==> config.mk <==
export PLATFORM = sky130hd
export DESIGN_NAME = shift_restore
export DESIGN_NICKNAME = d
export VERILOG_FILES = /design/src/rtl/shift_pkg.sv /design/src/rtl/shift_restore.sv
export SDC_FILE = /design/constraint.sdc
export NUM_CORES = 1
export LEC_CHECK = 0
export ABC_AREA = 1
export BUFFER_PORTS_ARGS = -buffer_cell sky130_fd_sc_hd__buf_2
export CORE_MARGIN = 2
export CORE_UTILIZATION = 50
export CTS_BUF_LIST = sky130_fd_sc_hd__clkbuf_4 sky130_fd_sc_hd__clkbuf_8 sky130_fd_sc_hd__clkbuf_16
export DETAILED_ROUTE_END_ITERATION = 10
export GPL_ROUTABILITY_DRIVEN = 0
export PLACE_DENSITY = 0.77
export SETUP_SLACK_MARGIN = 0.2
export SYNTH_ARGS = -nofsm -noshare
export SYNTH_HDL_FRONTEND = slang
export SYNTH_SLANG_ARGS = --single-unit
==> constraint.sdc <==
create_clock -name clk -period 1.38 [get_ports clk]
set_clock_uncertainty 0.05 [all_clocks]
set_input_delay 0.207 -clock clk [delete_from_list [all_inputs] [get_ports clk]]
set_output_delay 0.207 -clock clk [all_outputs]
set_load 0.05 [all_outputs]
==> src/rtl/shift_pkg.sv <==
// rtl/shift_pkg.sv - shared types and defaults for the shift-left / shift-restore pair
package shift_pkg;

  localparam int DATA_W_DEF    = 8;
  localparam int SHIFT_AMT_DEF = 1;

  typedef enum logic [1:0] {
    IDLE,
    UNSHIFT,
    DONE
  } state_t;

endpackage

==> src/rtl/shift_restore.sv <==
// rtl/shift_restore.sv - undoes a SHIFT_AMT left shift, one bit per clock
// Optional low-bit error flag under SHIFT_RESTORE_ERR_CHECK_EN.
module shift_restore
  import shift_pkg::*;
#(
  parameter int DATA_W    = DATA_W_DEF,
  parameter int SHIFT_AMT = SHIFT_AMT_DEF
) (
  input  logic                 clk,
  input  logic                 rst_n,
  input  logic                 in_valid,
  output logic                 in_ready,
  input  logic [DATA_W-1:0]    shifted_in,
  input  logic [SHIFT_AMT-1:0] carry_in,
  output logic                 out_valid,
  input  logic                 out_ready,
  output logic [DATA_W-1:0]    data_out,
  output logic                 err_out,
  output logic                 busy
);

  localparam int CNT_W = $clog2(SHIFT_AMT + 1);

  generate
    if (SHIFT_AMT < 1 || SHIFT_AMT > DATA_W - 1) begin : g_bad_shift_amt
      $error("shift_restore: SHIFT_AMT must be in 1..DATA_W-1");
    end
  endgenerate

  state_t               r_state;
  state_t               w_next_state;
  logic [DATA_W-1:0]    r_work;
  logic [DATA_W-1:0]    r_data_out;
  logic [DATA_W-1:0]    w_step;
  logic [SHIFT_AMT-1:0] r_carry;
  logic [CNT_W-1:0]     r_cnt;
  logic                 r_out_valid;
  logic                 w_last_step;
  logic                 w_unused_work_lsb;

  // One restore step: the next lost bit re-enters at the MSB.
  function automatic logic [DATA_W-1:0] unshift_step(input logic [DATA_W-1:0] work,
                                                      input logic              carry_lsb);
    return {carry_lsb, work[DATA_W-1:1]};
  endfunction

  assign w_step            = unshift_step(r_work, r_carry[0]);
  assign w_last_step       = (r_cnt == CNT_W'(SHIFT_AMT - 1));
  assign w_unused_work_lsb = r_work[0];

  always_comb begin
    w_next_state = r_state;
    case (r_state)
      IDLE:    if (in_valid)    w_next_state = UNSHIFT;
      UNSHIFT: if (w_last_step) w_next_state = DONE;
      DONE:    if (out_ready)   w_next_state = IDLE;
      default:                  w_next_state = IDLE;
    endcase
  end

  always_ff @(posedge clk or negedge rst_n) begin
    if (!rst_n) begin
      r_state <= IDLE;
    end else begin
      r_state <= w_next_state;
    end
  end

  always_ff @(posedge clk or negedge rst_n) begin
    if (!rst_n) begin
      r_work      <= '0;
      r_carry     <= '0;
      r_cnt       <= '0;
      r_data_out  <= '0;
      r_out_valid <= 1'b0;
    end else begin
      case (r_state)
        IDLE: begin
          if (in_valid) begin
            r_work  <= shifted_in;
            r_carry <= carry_in;
            r_cnt   <= '0;
          end
        end
        UNSHIFT: begin
          r_work  <= w_step;
          r_carry <= r_carry >> 1;
          r_cnt   <= r_cnt + CNT_W'(1);
          if (w_last_step) begin
            r_data_out  <= w_step;
            r_out_valid <= 1'b1;
          end
        end
        DONE: begin
          if (out_ready) r_out_valid <= 1'b0;
        end
        default: r_out_valid <= 1'b0;
      endcase
    end
  end

`ifdef SHIFT_RESTORE_ERR_CHECK_EN
  logic r_err;
  logic r_err_out;

  // A genuine left shift leaves the low SHIFT_AMT bits zero.
  always_ff @(posedge clk or negedge rst_n) begin
    if (!rst_n) begin
      r_err     <= 1'b0;
      r_err_out <= 1'b0;
    end else begin
      if (r_state == IDLE && in_valid) r_err <= |shifted_in[SHIFT_AMT-1:0];
      if (r_state == UNSHIFT && w_last_step) r_err_out <= r_err;
      else if (r_state == DONE && out_ready) r_err_out <= 1'b0;
    end
  end

  assign err_out = r_err_out;
`else
  assign err_out = 1'b0;
`endif

  assign in_ready  = (r_state == IDLE);
  assign busy      = (r_state != IDLE);
  assign out_valid = r_out_valid;
  assign data_out  = r_data_out;

endmodule

==> flow_summary.ini <==
[run_status]
status = finished, final reports clean

[cells_and_area]
final_core_util = 0.8196
instances_no_fill = 169
final_layout_size_suffix_gt1_frac = 0.4375
diodes = 0
syn_to_final_growth_pct = 52.63
fin_nets = 158

[critical_path]
cp-start-kind = flop
ff2ff_path_depth = 7
critPathKind = flop to output port
critPathCaptureType = output port
required_ns = 1.12
crit_fanout = 3
arrival_ns = 1.12

[pwr]
p_seq_frac = 0.257
power_uw = 4078
clockPowerShare = 0.120
p_comb_frac = 0.623
netSwitchingFraction = 0.4705
powerDensity_mw_per_mm2 = 2882
leakage_uw = 0.0007511
p_int_uw = 2159
ir_worst_vdd_mv = 1.843
power.switching_uw = 1918

[synth]
ys_types = 16
syn_nets = 122
ys_seq_elements = 20
ys_warn_count = 0
avgSynthCellArea_sq_um = 8.506
synthCells = 109
synth_area_sq_um = 927.1
yosysSeqAreaShare = 0.5398

[floorplanning]
die_area_sq_mm = 0.002215
coreArea_sq_mm = 0.001727
die_y_um = 47.06
num_rows = 15
die_w_um = 47.06
ios = 25
start_util = 0.5370

[global_routing]
grt-ovfl-total = 0
grt_pass1_vias = 702
use_met1 = 0.2725
use_met2 = 0.3507
grt_use_met3 = 0.03462
grt_max_degree = 21
antenna_found_initial = 0
grt-busiest-layer = met2
track_usage = 0.2078
grt_pass1_wl_um = 3180

[hold_path]
hp-class = input port to flop
worstHoldPathCells = 2

[timing]
max_freq_mhz = 728.3
setup_tns_ns = 0
rsz0062_at_grt = yes
min_period_over_period = 0.9950
layout_min_cycle_time_ns = 1.373
slew_violations = 0
setup_viol = 0
hold_viol = 0

[clock_network]
path_clk_slew_ns = 0.11
clock_latency_ns = 0.31
cts_sinks = 20
clk_path_buf_depth = 2
root_buffer = clkbuf_4
numCtsBuffers = 3
htree_num_levels = 1
cts_tree = done

[route]
drtAntennaViolNets = 0
drt_iter0_drc = 17
finalWirelength_um = 2402
wl_per_cell_um = 14.21
drc_errors = 0
dr.pass1.iters = 4
vias = 874
via_per_inst = 5.172

[placement]
dp_hpwl_um = 1273
place_inst = 155
place.port_buffers = 22

[flow_run]
maxCapViolations = 0
## worst max-delay path: stages (launching register included)
cell and delay (ns):
dfrtp_2 0.45, nor2_4 0.16, inv_2 0.06, buf_6 0.15
## final timing paths
| kind | startpoint | end | slack, ns |
|---|---|---|---|
| setup / recovery | r_state[0] | busy | 0.007 |
| hold / removal | out_ready | r_state[1] | 0.06 |
| setup reg to reg | r_state[1] | data_out[1] | 0.05 |
| hold reg to reg | r_work[6] | r_work[6] | 0.45 |
| max in group asynchronous | rst_n | r_state[0] | 0.65 |
| min in group asynchronous | rst_n | data_out[1] | 0.30 |
## sequential cells by signal (all words and copies together) (netlist names)
signal     count
r_work         7
r_carry        1
out_valid      1
data_out       8
r_state        2
r_cnt          1
## power groups by stage
stage | sequential (uW) | combinational, uW | clock (uW)
6_report | 1050 | 2540 | 487
5_1_grt | 1060 | 2710 | 518
4_1_cts | 1010 | 2060 | 488
3_5_place_dp | 1040 | 1690 | 0
3_3_place_gp | 1020 | 1640 | 0
2_1_floorplan | 1410 | 933 | 0
## metrics by stage
step / area [sq um] / hold WS (ns) / setup WS (ns)
finish: 1415 / 0.06387 / 0.006853
global route: 1415 / 0.05077 / -0.02427
CTS: 1247 / 0.04270 / 0.05761
detailed placement: 1071 / 0.1256 / 0.1853
global placement: 1071 / 0.1248 / 0.2327
floorplan: 934.6 / -0.1386 / 0.07774
## cell families after synthesis
| group | count (synthesis) | share of synthesized area |
|---|---|---|
| compound gates | 13 | 0.1066 |
| other cells | 1 | 0.004045 |
| simple gates | 51 | 0.2429 |
| buf+inv | 24 | 0.1066 |
| flops | 20 | 0.5398 |
## cells in the final DEF (no fill, tap or decap), types with 2 or more instances in the layout
master    count
dfrtp_1      19
inv_1        18
nand3_1       8
nand2_8       3
buf_12        2
nand2_1      32
buf_6        13
buf_4         5
buf_2        11
clkbuf_4      3
o21ai_2       9
nand2_2       6
## cell usage after synthesis
library cell   n  area (sq um)
nand3_1        8         40.04
nand3_4        1         17.52
buf_2          1         5.000
nand2_1       39         146.4
inv_1         19         71.32
o21ai_0        3         15.01
o22ai_1        1         6.260
nor2_1         1         3.750
nand2_4        1         11.26
o21ai_2        8         70.07
buf_4          2         15.01
conb_1         1         3.750
dfrtp_1       20         500.5
o31ai_1        1         7.510
inv_2          2         7.510
nand2_2        1         6.260
## final cells by class
class                           instances  area [sq um]
Multi-Input combinational cell         65         404.1
Clock buffer                            3         22.52
Timing Repair Buffer                   34         329.1
Tap cell                               25         31.28
Inverter                               21         96.34
Clock inverter                          1         30.03
Fill cell                              98         311.5
Sequential cell                        20         501.7
## per-layer routing
metal	part of all wire	vias up	routed length, um
li1	-	403	-
met1	0.39	422	926
met2	0.54	43	1303
met3	0.052	6	124
met4	0.020	0	48
met5	0	-	0
## timing repair
item                                   CTS  global route
hold buffers                             1             0
pin swaps                                1             1
buffers inserted                         5             3
endpoints found under the hold margin   20             0
gates resized for setup                 19            32
setup endpoints to repair               24            28
gates cloned                             0             1
No activity file was read; power rests on OpenSTA's default activity.
